$ cat config.mk
export PLATFORM = sky130hd
export DESIGN_NAME = pcs_tx_frame_arb
export DESIGN_NICKNAME = d
export VERILOG_FILES = /design/src/rtl/pcs_tx_frame_arb.sv
export SDC_FILE = /design/constraint.sdc
export NUM_CORES = 1
export LEC_CHECK = 0
export ABC_AREA = 1
export CAP_MARGIN = 30
export CELL_PAD_IN_SITES_DETAIL_PLACEMENT = 1
export CELL_PAD_IN_SITES_GLOBAL_PLACEMENT = 1
export CORE_MARGIN = 5
export CORE_UTILIZATION = 25
export CTS_CLUSTER_SIZE = 30
export DETAILED_ROUTE_END_ITERATION = 7
export PLACE_DENSITY_LB_ADDON = 0.1
export SYNTH_ARGS = -nofsm -noshare
export SYNTH_HDL_FRONTEND = slang
export SYNTH_SLANG_ARGS = --single-unit
$ cat constraint.sdc
create_clock -name clk -period 3.93 [get_ports clk]
set_input_delay 0.786 -clock clk [delete_from_list [all_inputs] [get_ports clk]]
set_output_delay 0.786 -clock clk [all_outputs]
set_load 0.005 [all_outputs]
$ cat src/rtl/pcs_tx_frame_arb.sv
// Two-source round-robin frame arbiter for the 66b PCS TX block path.
// Locks a grant per frame, fills gaps with IDLE and drains runaway frames.
module pcs_tx_frame_arb #(
  parameter int MAX_BLKS  = 128,
  parameter int CNT_W     = 8,
  parameter bit IDLE_FILL = 1'b1
) (
  input  logic        clk,
  input  logic        rst,
  input  logic        en,
  input  logic [65:0] s0_dat,
  input  logic        s0_vld,
  input  logic        s0_last,
  output logic        s0_rdy,
  input  logic [65:0] s1_dat,
  input  logic        s1_vld,
  input  logic        s1_last,
  output logic        s1_rdy,
  output logic [65:0] m_dat,
  output logic        m_vld,
  input  logic        m_rdy,
  output logic        busy,
  output logic        grant,
  output logic        err_tmo
);

  localparam logic [65:0] IDLE_BLK =
    {2'b10, 64'h000000000000001e};
  localparam logic [CNT_W-1:0] CNT_ONE = 1;
  localparam logic [CNT_W-1:0] CNT_MAX =
    CNT_W'(MAX_BLKS);

  typedef enum logic [1:0] {
    ARB,
    SEND,
    DRAIN
  } state_t;

  state_t           state;
  logic [CNT_W-1:0] blk_cnt;
  logic [CNT_W-1:0] cnt_nxt;
  logic             slot;
  logic             sel_vld;
  logic             sel_last;
  logic             sel_rdy;
  logic [65:0]      sel_dat;
  logic             acc;
  logic             any_vld;
  logic             nxt_grant;

  assign slot     = !m_vld || m_rdy;
  assign sel_vld  = grant ? s1_vld  : s0_vld;
  assign sel_last = grant ? s1_last : s0_last;
  assign sel_dat  = grant ? s1_dat  : s0_dat;
  assign any_vld  = s0_vld || s1_vld;
  assign cnt_nxt  = blk_cnt + CNT_ONE;
  assign busy     = (state != ARB);

  // Tie goes to the source not served last time.
  assign nxt_grant = (s0_vld && s1_vld) ? ~grant : s1_vld;

  always_comb begin
    sel_rdy = 1'b0;
    unique case (state)
      SEND:    sel_rdy = slot;
      DRAIN:   sel_rdy = 1'b1;
      default: sel_rdy = 1'b0;
    endcase
  end

  assign s0_rdy = sel_rdy && !grant;
  assign s1_rdy = sel_rdy && grant;
  assign acc    = sel_vld && sel_rdy;

  always_ff @(posedge clk) begin
    if (rst) begin
      state   <= ARB;
      m_dat   <= '0;
      m_vld   <= 1'b0;
      grant   <= 1'b1;
      blk_cnt <= '0;
      err_tmo <= 1'b0;
    end else begin
      err_tmo <= 1'b0;
      unique case (state)
        SEND: begin
          if (acc) begin
            m_dat   <= sel_dat;
            m_vld   <= 1'b1;
            blk_cnt <= cnt_nxt;
            if (sel_last) begin
              state <= ARB;
            end else if (cnt_nxt == CNT_MAX) begin
              err_tmo <= 1'b1;
              state   <= DRAIN;
            end
          end else if (slot) begin
            m_vld <= 1'b0;
          end
        end
        DRAIN: begin
          if (slot) begin
            m_dat <= IDLE_BLK;
            m_vld <= IDLE_FILL;
          end
          if (acc && sel_last) begin
            state <= ARB;
          end
        end
        default: begin
          if (slot) begin
            m_dat <= IDLE_BLK;
            m_vld <= IDLE_FILL;
          end
          if (en && any_vld) begin
            grant   <= nxt_grant;
            blk_cnt <= '0;
            state   <= SEND;
          end
        end
      endcase
    end
  end

endmodule

Word-level counts from Yosys, hierarchy flattened:

Cells that the tools add are included.

* bits in registers: 79
* word-level logic and storage cells: 62

* add/subtract/negate cells: 1
* equality and inequality tests: 6
* mux-type cells: 22
* bitwise operators: 5
* reductions and logical operators: 22

Operator list (number)
* two-way mux 66 bit: 4
* two-way mux 8 bit: 2
* one-hot mux 8 bit (2 select lines): 1
* two-way mux 2 bit: 5
* adder 8 x 1 -> 8 bit (second input constant): 1
* equality test 8 bit (second input constant): 1
* two-way mux 1 bit: 8
* nonzero test 2 bit: 4
* logical AND 1 bit: 6
* AND reduction 2 bit: 3
* NOT 1 bit: 5
* inequality test 2 bit (second input constant): 2
* one-hot mux 2 bit (2 select lines): 1
* AND reduction 4 bit: 1
* OR reduction 4 bit: 1
* inequality test 3 bit (second input constant): 1
* AND reduction 3 bit: 1
* nonzero test 3 bit: 1
* equality test 2 x 1 -> 1 bit (second input constant): 1
* equality test 2 bit (second input constant): 1
* zero test 1 bit: 2
* logical OR 1 bit: 2
* one-hot mux 1 bit (2 select lines): 1
* OR reduction 2 bit: 1

Longest topological paths before layout:

Gate-level depths: netlist (run 1).

* word-level depth: 7
* depth in mapped cells: 11

Worst setup path after synthesis (run 1):

Ideal clock, no wire load.

* path type: input to output
* start point: input m_rdy
* end point: output s0_rdy
* data arrival time: 1.277 ns
* required time: 3.144 ns
* slack: 1.867 ns
* stages: 6
* buffers on the path: 0
* cells stage by stage: inv_1 -> nand2_1 -> nand2_2 -> a21oi_4 -> inv_1 -> nor2_1

* cells in the longest elaborated chain, start to end: 3

RTL lines
* from (decl): RTL line 21 `input logic m_rdy,`
* logical OR 1 bit: RTL line 51 `assign slot = !m_vld || m_rdy;`
* one-hot mux 1 bit (2 select lines): RTL line 64 `unique case (state)`
* logical AND 1 bit: RTL line 71 `assign s0_rdy = sel_rdy && !grant;`
* to (decl): RTL line 14 `output logic s0_rdy,`

No other way between the ends.

Worst setup path in the final report (run 1):

* start point: input m_rdy
* end point: output s1_rdy

* cells in the longest elaborated chain, start to end: 3

RTL lines
* logical OR 1 bit: RTL line 51
* one-hot mux 1 bit (2 select lines): RTL line 64
* logical AND 1 bit: RTL line 72 `assign s1_rdy = sel_rdy && grant;`
* to (decl): RTL line 18 `output logic s1_rdy,`

No other way between the ends.

==> summary.txt, run 1 <==
CTS Hold Buffers Added: 0
nets: 957
element type at the critical path end: output pin
synth top area cells: dfxtp_1 41%, nand2_1 35%, a21oi_1 9.3%
layout cells sized above 1: 0.03305
crit path cell chain: clkdlybuf4s50_1 > inv_1 > nand2_1 > nand2_2 > a21oi_4 > inv_1 > nor2_1 > clkdlybuf4s50_1
global-route wire length before repair: 23,730 um
Post-DRT Antenna Nets: 0
Initial Util: 0.2549
# diodes: 0
final RePlAce weighted congestion: 0.7954
Max-Cap Viols: 0
Post-Route WL: 14,900 um
P per Cell Area: 414.3 mW/mm^2
Synth Register Bits: 79
setup TNS: 0 ns
Synth area leader: dfxtp_1
Worst-path clk slew: 0.06 ns
pin count of the biggest net entering global routing: 69
drt initial violations: 146
Post-Syn Area per Cell: 6.240 um^2
Cells after Synth: 621
WL/cell: 14.83 um
VDD IR max: 0.2335 mV
Critical Path AT: 2.32 ns
Crit. Startpoint: m_rdy
endpoint of the worst-slack reg-to-reg timing path: m_dat[10]$_SDFFE_PP0P_
Mapped Area: 0.003875 mm^2
status: finished clean
grt ovf: 0
CTS tree: built
max frequency: 322.1 MHz
vias in the first global route: 4,842
number of H-tree levels: 3
Fin. Hold Viols: 0
minimum clock period: 3.104 ns
Slew HR: 0.4515
Fin Hold WS: 0.4595 ns
die width: 134.5 um
fin. max-slew vios: 0
Core Rows: 45
clk root buf: clkbuf_16
crit-path max FO: 4
Cell variety after synth: 25
Crit path largest cell delay: 0.52 ns
critical path launch point type: input port
reg-to-reg setup timing slack: 1.54 ns
Mapped Nets: 766
vias per cell: 4.593
Vias: 4,616
Crit Reg-Reg Startpoint: grant$_SDFFE_PP1P_
Max Root-Sink Buffers: 2
crit path to: s1_rdy
port bufs: 211
Critical-path top delay cell: clkdlybuf4s50_1
Yosys warning count: 0
Pre-antenna DRT Iters: 4
Layout Skew: 0.005495 ns
DP Wirelength: 11,200 um
sequential share of the synthesized area: 0.4081
Leak Pwr: 0.002573 uW
setup bufs post-CTS: 0
DRC errors left: 0
Worst-Margin Slew: 0.8228 ns
core area: 0.01520 mm^2
crit share post-route: 0.7899
R2R cell count: 7
Final setup viols: 0
DIE HEIGHT: 134.5 um
Hold WC Path Type: flip-flop to flip-flop
initial antenna violation count: 0
worst-skew pair later-pin latency: 0.33 ns
area grow syn2layout: 65.13%
Setup CP Type: input port to output pin
total power: 2651 uW
Total GRT Usage: 0.1633
RSZ-0062 raised after global routing: no
full die area: 0.01809 mm^2
Ports: 212
cts bufs inserted: 9
CP Data Required Time: 3.14 ns
post-synth top area share: 0.4081
CTS Sinks: 79
post-cts gate resize count: 0
==> where the power goes <==
part	switching [uW]	leakage (uW)	internal [uW]	total [uW]
Sequential	53.6	0.000639	843	896
Clock	320	0.000140	509	829
Combinational	546	0.00179	379	925
==> metrics by stage <==
| stage | util | setup slack (ns) | area, um^2 | std cells |
|---|---|---|---|---|
| global placement | 0.4003 | 0.8296 | 6086 | 988 |
| detailed placement | 0.4016 | 0.8357 | 6106 | 989 |
| floorplan | - | 1.867 | 3875 | 621 |
| global route | 0.4209 | 0.7070 | 6399 | 1005 |
| CTS | 0.4209 | 0.8163 | 6399 | 1005 |
| finish | 0.4209 | 0.8258 | 6399 | 1005 |
==> layout by cell type, fill, tap and decap left out, drive strengths merged <==
| cell type | synthesis | layout |
|---|---|---|
| nand2 | 360 | 360 |
| clkdlybuf4s50 | 0 | 210 |
| dfxtp | 79 | 79 |
| a21oi | 73 | 73 |
| inv | 24 | 25 |
| clkbuf | 17 | 13 |
| nand3 | 11 | 11 |
| o21ai | 11 | 11 |
| nor2 | 8 | 8 |
| a31oi | 6 | 6 |
| buf | 19 | 6 |
| ha | 5 | 5 |
| nand4 | 3 | 3 |
| o21bai | 1 | 1 |
| o211a | 1 | 1 |
| or2 | 1 | 1 |
| nor4 | 1 | 1 |
| bufinv | 0 | 1 |
| clkinv | 1 | 1 |
| clkinvlp | 0 | 1 |
==> critical path: cells and delay by family <==
kind            cells  cell delay [ns]
buf+inv             4             1.10
simple gates        3             0.27
compound gates      1             0.17
==> sequential cells by signal (all words and copies together), names as in the netlist <==
| name | flops |
|---|---|
| blk_cnt | 8 |
| state | 2 |
| err_tmo | 1 |
| m_dat | 66 |
| m_vld | 1 |
| grant | 1 |
==> routing by layer <==
metal,wire length [um],track usage,up-vias
li1,-,-,2319
met1,6521,0.1887,2136
met2,6997,0.2832,145
met3,1129,0.05365,16
met4,256,0.05713,0
met5,0,0,-
==> area by class of cell <==
type / count / area (um^2)
fill: 1936 / 8803
clock inverter: 3 / 42.54
tap: 188 / 235.2
clock buffer: 13 / 250.2
multi-input combinational: 481 / 2024
sequential: 79 / 1583
timing repair buffer: 216 / 2170
inverter: 25 / 93.84
==> cell families (layout without fill, tap and decap cells) <==
group / after synthesis / after routing / share of synthesized area
AND/OR/NAND/NOR: 384 / 384 / 0.3807
adder cells (fa/ha/maj): 5 / 5 / 0.01614
buffers and inverters: 61 / 257 / 0.06942
AO/OA/AOI/OAI: 92 / 92 / 0.1256
flip-flops: 79 / 79 / 0.4081
==> cells in the mapped netlist <==
master / n
ha_1: 5
inv_1: 22
o211a_1: 1
a31oi_1: 6
inv_2: 2
buf_1: 2
nand2_2: 1
nand2_1: 359
nor2_1: 8
nor4_1: 1
a21oi_1: 72
a21oi_4: 1
o21bai_1: 1
buf_6: 1
o21ai_0: 10
clkinv_1: 1
or2_2: 1
dfxtp_1: 79
nand3_2: 1
nand4_1: 3
nand3_1: 10
buf_2: 11
o21ai_1: 1
clkbuf_1: 17
buf_4: 5
==> worst min-delay path by stage <==
| stage | from | endpoint | depth (start not counted) |
|---|---|---|---|
| after floorplan | blk_cnt[7]$_SDFFE_PP0P_ | blk_cnt[7]$_SDFFE_PP0P_ | 2 |
| after global placement | m_dat[49]$_SDFFE_PP0P_ | m_dat[49]$_SDFFE_PP0P_ | 2 |
| after detailed placement | m_dat[50]$_SDFFE_PP0P_ | m_dat[50]$_SDFFE_PP0P_ | 2 |
| after CTS | m_dat[50]$_SDFFE_PP0P_ | m_dat[50]$_SDFFE_PP0P_ | 2 |
| after global routing | m_dat[50]$_SDFFE_PP0P_ | m_dat[50]$_SDFFE_PP0P_ | 2 |
| final | m_dat[6]$_SDFFE_PP0P_ | m_dat[6]$_SDFFE_PP0P_ | 2 |
Power figures use the tool's default switching activity.
==> inputs of run 2 (changes only) <==
==> constraint.sdc (replaced) <==
create_clock -name clk -period 3 [get_ports clk]
set_input_delay 0.6 -clock clk [delete_from_list [all_inputs] [get_ports clk]]
set_output_delay 0.6 -clock clk [all_outputs]
set_load 0.005 [all_outputs]
==> run 2 against run 1 <==
Net effect: worst setup slack lost 0.55 ns; global-route usage shrank 0.16 points; utilization grew 0.18 points; sequential power grew 27%; register-to-register slack lost 0.68 ns; combinational power grew 34%; clock power grew 36%; flip-flop and latch count is the same; clock skew grew 0.00065 ns; first-iteration DRC count grew 19%; total power grew 32%; wire length shrank 1.0%.
==> summary.txt, run 2 (same netlist as run 1, synthesis figures left out) <==
P_int: 2314 uW (+34%)
biggest registers after layout: m_dat: 66 flops, blk_cnt: 8 flops, state: 2 flops
reg-to-reg setup timing slack: 0.86 ns (-0.68 ns)
status: finished clean
WL/cell: 14.63 um (-1.3%)
sequential share of power: 0.324 (-0.014)
Core Rows: 45 (unchanged)
setup TNS: 0 ns (unchanged)
Setup CP Type: input port to output pin
Hold WC Path Type: flip-flop to flip-flop
RSZ-0062 raised after global routing: no
number of flip-flops in the largest register: 66 (unchanged)
element type at the critical path end: output pin
HP Start: m_dat[7]$_SDFFE_PP0P_
DRC errors left: 0 (unchanged)
clk root buf: clkbuf_16
Pre-antenna DRT Iters: 4 (unchanged)
Post-Route WL: 14,750 um (-1.0%)
most frequent cells in the layout: 359 x nand2_1, 210 x clkdlybuf4s50_1, 78 x dfxtp_1
Reg with most FFs: m_dat
die width: 134.5 um (unchanged)
fin. max-slew vios: 0 (unchanged)
endpoint of the worst-slack reg-to-reg timing path: m_dat[57]$_SDFFE_PP0P_
Net Sw Power: 1187 uW (+29%)
area of the multi-input gates: 0.002024 mm^2 (unchanged)
Layout Skew: 0.006146 ns (+0.0006516 ns)
minimum clock period: 2.725 ns
Critical Path AT: 2.12 ns (-0.20 ns)
VDD IR max: 0.2452 mV (+5.0%)
# diodes: 0 (unchanged)
max frequency: 367.0 MHz
crit share post-route: 0.9083
CTS Hold Buffers Added: 0 (unchanged)
post-cts gate resize count: 0 (unchanged)
worst-skew pair later-pin latency: 0.33 ns (about the same)
most common cell after layout, fill and taps aside: nand2_1
initial antenna violation count: 0 (unchanged)
Clk network pwr share: 0.322 (+0.009)
critical path launch point type: input port
P per Cell Area: 544.8 mW/mm^2 (+32%)
Comb power frac: 0.354 (+0.005)
Worst-path clk slew: 0.06 ns (about the same)
Crit Reg-Reg Startpoint: state[0]$_SDFFE_PP0P_
core area: 0.01520 mm^2 (unchanged)
pin count of the biggest net entering global routing: 69 (unchanged)
Vias: 4,548 (-1.5%)
setup bufs post-CTS: 0 (unchanged)
Worst-Margin Slew: 0.7938 ns (-0.02898 ns)
layout cells sized above 1: 0.03902 (+0.005977)
Min-Delay Path Depth: 2 (unchanged)
CP Data Required Time: 2.40 ns (-0.74 ns)
global-route wire length before repair: 23,650 um (-0.35%)
Slew HR: 0.4708 (+0.01932)
area grow syn2layout: 65.84%
drt initial violations: 174 (+19%)
vias in the first global route: 4,766 (-1.6%)
Max-Cap Viols: 0 (unchanged)
Post-DRT Antenna Nets: 0 (unchanged)
cts bufs inserted: 9 (unchanged)
grt ovf: 0 (unchanged)
Final setup viols: 0 (unchanged)
DP Wirelength: 11,190 um (about the same)
Ports: 212 (unchanged)
Fin. Hold Viols: 0 (unchanged)
final RePlAce weighted congestion: 0.7979 (+0.31%)
Seq. cell area: 0.001583 mm^2 (unchanged)
nets: 960 (+0.31%)
vias per cell: 4.512 (-1.8%)
DIE HEIGHT: 134.5 um (unchanged)
port bufs: 211 (unchanged)
full die area: 0.01809 mm^2 (unchanged)
crit-path max FO: 4 (unchanged)
Fill cells: 1,964 (+1.4%)
Leak Pwr: 0.002602 uW (+1.1%)
switching fraction of total power: 0.3391 (-0.007842)
R2R cell count: 10 (+3)
number of H-tree levels: 3 (unchanged)
Max Root-Sink Buffers: 2 (unchanged)
hold endpoint: m_dat[7]$_SDFFE_PP0P_
CTS tree: built
Initial Util: 0.2549 (unchanged)
Total GRT Usage: 0.1616 (-0.001608)
total power: 3501 uW (+32%)
CTS Sinks: 79 (unchanged)
run 2: layer usage:
| metal | global-route usage | up-vias | wire (um) | share of wire |
|---|---|---|---|---|
| met3 | 0.05812 | 12 | 1206 | 0.082 |
| met5 | 0 | - | 0 | 0 |
| met4 | 0.05147 | 0 | 215 | 0.015 |
| met1 | 0.1879 | 2062 | 6460 | 0.44 |
| li1 | - | 2322 | - | - |
| met2 | 0.2779 | 152 | 6865 | 0.47 |
run 2: per-stage QoR:
stage	instances	hold WS (ns)	instance area (um^2)	setup slack, ns	util
floorplan	621	0.4505	3875	1.309	-
global placement	992	0.4465	6116	0.2769	0.4023
detailed placement	992	0.4524	6116	0.2678	0.4023
CTS	1008	0.4613	6426	0.2560	0.4227
global route	1008	0.4785	6426	0.1480	0.4227
finish	1008	0.4609	6426	0.2750	0.4227
run 2: critical path, stage by stage:
cell             delay (ns)
clkdlybuf4s50_1        0.45
inv_1                  0.04
nand2_1                0.10
nand2_2                0.08
a21oi_4                0.17
inv_1                  0.07
nor2_1                 0.10
clkdlybuf4s50_1        0.52
run 2: cell type report:
class                   instances  area share
clock buffers                  13     0.04206
flip-flops and latches         79      0.2463
repair buffers                219      0.3392
multi-input cells             481      0.3150
inverters                      25     0.01460
well taps                     188     0.03660
clock inverters                 3    0.006231
run 2: power groups by stage:
stage	logic [uW]	registers [uW]	clock network, uW
2_1_floorplan	733	1150	0
3_3_place_gp	1240	1160	0
3_5_place_dp	1270	1160	0
4_1_cts	1280	1140	1180
5_1_grt	1410	1140	1230
6_report	1240	1140	1130
run 2: how the worst max path moves through the flow:
stage           from  endpoint  slack, ns  cells after the start
2_1_floorplan  m_rdy    s0_rdy       1.31                      6
3_3_place_gp   m_rdy    s0_rdy       0.28                      8
3_5_place_dp   m_rdy    s0_rdy       0.27                      8
4_1_cts        m_rdy    s0_rdy       0.26                      8
5_1_grt        m_rdy    s0_rdy       0.15                      8
6_report       m_rdy    s0_rdy       0.28                      8
==> inputs of run 3 (changes only) <==
--- a/config.mk
+++ b/config.mk
@@ -9,9 +9,9 @@
 export CAP_MARGIN = 30
 export CELL_PAD_IN_SITES_DETAIL_PLACEMENT = 1
 export CELL_PAD_IN_SITES_GLOBAL_PLACEMENT = 1
-export CORE_MARGIN = 5
 export CORE_UTILIZATION = 25
-export CTS_CLUSTER_SIZE = 30
+export CTS_BUF_LIST = sky130_fd_sc_hd__clkbuf_16
+export CTS_CLUSTER_SIZE = 40
 export DETAILED_ROUTE_END_ITERATION = 7
 export PLACE_DENSITY_LB_ADDON = 0.1
 export SYNTH_ARGS = -nofsm -noshare
==> run 3 against run 2 <==
Net effect: via count shrank 0.53%; first-iteration DRC count shrank 20%; combinational power is essentially flat; cell area shrank 0.90%; sequential power is essentially flat; largest cell class unchanged; highest routed layer unchanged; hold slack lost 0.0036 ns; die area shrank 12%.
==> summary.txt, run 3 (same netlist as run 1, synthesis figures left out) <==
vias in the first global route: 4,692 (-1.6%)
Worst-Margin Slew: 0.7339 ns (-0.05987 ns)
Comb power frac: 0.372 (+0.018)
Initial Util: 0.2558 (+0.0009476)
layout cells sized above 1: 0.03293 (-0.006098)
Fin. Hold Viols: 0 (unchanged)
number of H-tree levels: 3 (unchanged)
Slew HR: 0.5107 (+0.03991)
switching fraction of total power: 0.3579 (+0.01883)
RSZ-0062 raised after global routing: no
status: finished clean
sequential share of power: 0.342 (+0.018)
CP delay by family, top: buffers and inverters
Post-DP Area: 0.006116 mm^2 (unchanged)
number of flip-flops in the largest register: 66 (unchanged)
Clk network pwr share: 0.285 (-0.037)
global-route wire length before repair: 22,710 um (-4.0%)
post-route cell area: 0.006369 mm^2 (-0.90%)
crit share post-route: 0.9140 (+0.005654)
pin count of the biggest net entering global routing: 69 (unchanged)
critical path launch point type: input port
Critical-path top delay cell: clkdlybuf4s50_1
Total GRT Usage: 0.1776 (+0.01593)
DRC errors left: 0 (unchanged)
crit-path max FO: 4 (unchanged)
post-cts gate resize count: 0 (unchanged)
Post-DRT Antenna Nets: 0 (unchanged)
Hold WC Path Type: flip-flop to flip-flop
final RePlAce weighted congestion: 0.7822 (-2.0%)
nets: 960 (unchanged)
port bufs: 211 (unchanged)
CTS Sinks: 79 (unchanged)
most frequent cells in the layout: 359 x nand2_1, 210 x clkdlybuf4s50_1, 78 x dfxtp_1
Core Util, Final: 0.4205 (-0.002229)
CTS Hold Buffers Added: 0 (unchanged)
VDD IR max: 0.3051 mV (+24%)
core area: 0.01515 mm^2 (-0.37%)
Setup CP Type: input port to output pin
cts bufs inserted: 9 (unchanged)
Layout Skew: 0.004658 ns (-0.001488 ns)
P_int: 2137 uW (-7.6%)
Reg with most FFs: m_dat
minimum clock period: 2.742 ns (+0.01696 ns)
Ports: 212 (unchanged)
DIE HEIGHT: 126.5 um (-5.9%)
Crit path largest cell delay: 0.51 ns (about the same)
element type at the critical path end: output pin
worst-skew pair later-pin latency: 0.34 ns (about the same)
clk root buf: clkbuf_16
P per Cell Area: 522.7 mW/mm^2 (-4.1%)
Core Rows: 45 (unchanged)
# diodes: 0 (unchanged)
Net Sw Power: 1191 uW (+0.35%)
most common cell after layout, fill and taps aside: nand2_1
crit path cell chain: clkdlybuf4s50_1 > inv_1 > nand2_1 > nand2_2 > a21oi_4 > inv_1 > nor2_1 > clkdlybuf4s50_1
biggest registers after layout: m_dat: 66 flops, blk_cnt: 8 flops, state: 2 flops
Worst-path clk slew: 0.05 ns (about the same)
Final setup viols: 0 (unchanged)
WL/cell: 13.82 um (-5.6%)
Leak Pwr: 0.002590 uW (-0.43%)
setup bufs post-CTS: 0 (unchanged)
area grow syn2layout: 64.35%
full die area: 0.01600 mm^2 (-12%)
Vias: 4,524 (-0.53%)
Post-Route WL: 13,930 um (-5.6%)
DP Wirelength: 10,080 um (-10%)
Pre-antenna DRT Iters: 4 (unchanged)
Critical Path AT: 2.14 ns (+0.02 ns)
initial antenna violation count: 0 (unchanged)
Buf/Inv on CP: 4 (unchanged)
CTS tree: built
fin. max-slew vios: 0 (unchanged)
drt initial violations: 139 (-20%)
Max-Cap Viols: 0 (unchanged)
max frequency: 364.7 MHz (-0.62%)
die width: 126.5 um (-5.9%)
vias per cell: 4.488 (-0.53%)
Max Root-Sink Buffers: 2 (unchanged)
CP Data Required Time: 2.40 ns (about the same)
setup TNS: 0 ns (unchanged)
grt ovf: 0 (unchanged)
-- run 3: worst paths after layout --
path | start | endpoint | slack [ns] | depth (start not counted)
max | m_rdy | s0_rdy | 0.26 | 8
min | m_dat[20]$_SDFFE_PP0P_ | m_dat[20]$_SDFFE_PP0P_ | 0.46 | 2
max reg2reg | state[0]$_SDFFE_PP0P_ | m_dat[41]$_SDFFE_PP0P_ | 0.97 | 10
min reg2reg | m_dat[20]$_SDFFE_PP0P_ | m_dat[20]$_SDFFE_PP0P_ | 0.46 | 2
-- run 3: worst min-delay path, stage by stage (launching register included) --
cell     delay [ns]
dfxtp_1        0.30
nand2_1        0.06
a21oi_1        0.05
-- run 3: cell type report --
| cell class | count | area (um^2) |
|---|---|---|
| multi-input cells | 481 | 2024 |
| clock inverters | 7 | 27.53 |
| clock buffers | 9 | 225.2 |
| fillers | 1913 | 8777 |
| repair buffers | 219 | 2180 |
| inverters | 25 | 93.84 |
| well taps | 188 | 235.2 |
| flip-flops and latches | 79 | 1583 |
-- run 3: stage by stage --
stage	total power [uW]	setup slack [ns]	cells	hold WS (ns)
after floorplan	1888	1.309	621	0.4505
after global placement	2401	0.3006	992	0.4469
after detailed placement	2432	0.2421	992	0.4525
after CTS	3406	0.2417	1008	0.4617
after global routing	3578	0.1740	1008	0.4815
final	3329	0.2580	1008	0.4573
-- run 3: power by group through the flow --
stage          Combinational (uW)  Sequential, uW  Clock (uW)
2_1_floorplan                 733            1150           0
3_3_place_gp                 1240            1160           0
3_5_place_dp                 1270            1160           0
4_1_cts                      1270            1140         993
5_1_grt                      1390            1150        1040
6_report                     1240            1140         950
-- run 3: metal layers --
| metal | global-route usage | up-vias | wire length [um] |
|---|---|---|---|
| met2 | 0.3126 | 145 | 6537 |
| met5 | 0 | - | 0 |
| li1 | - | 2320 | - |
| met3 | 0.04935 | 17 | 969 |
| met1 | 0.2021 | 2042 | 6151 |
| met4 | 0.07229 | 0 | 268 |
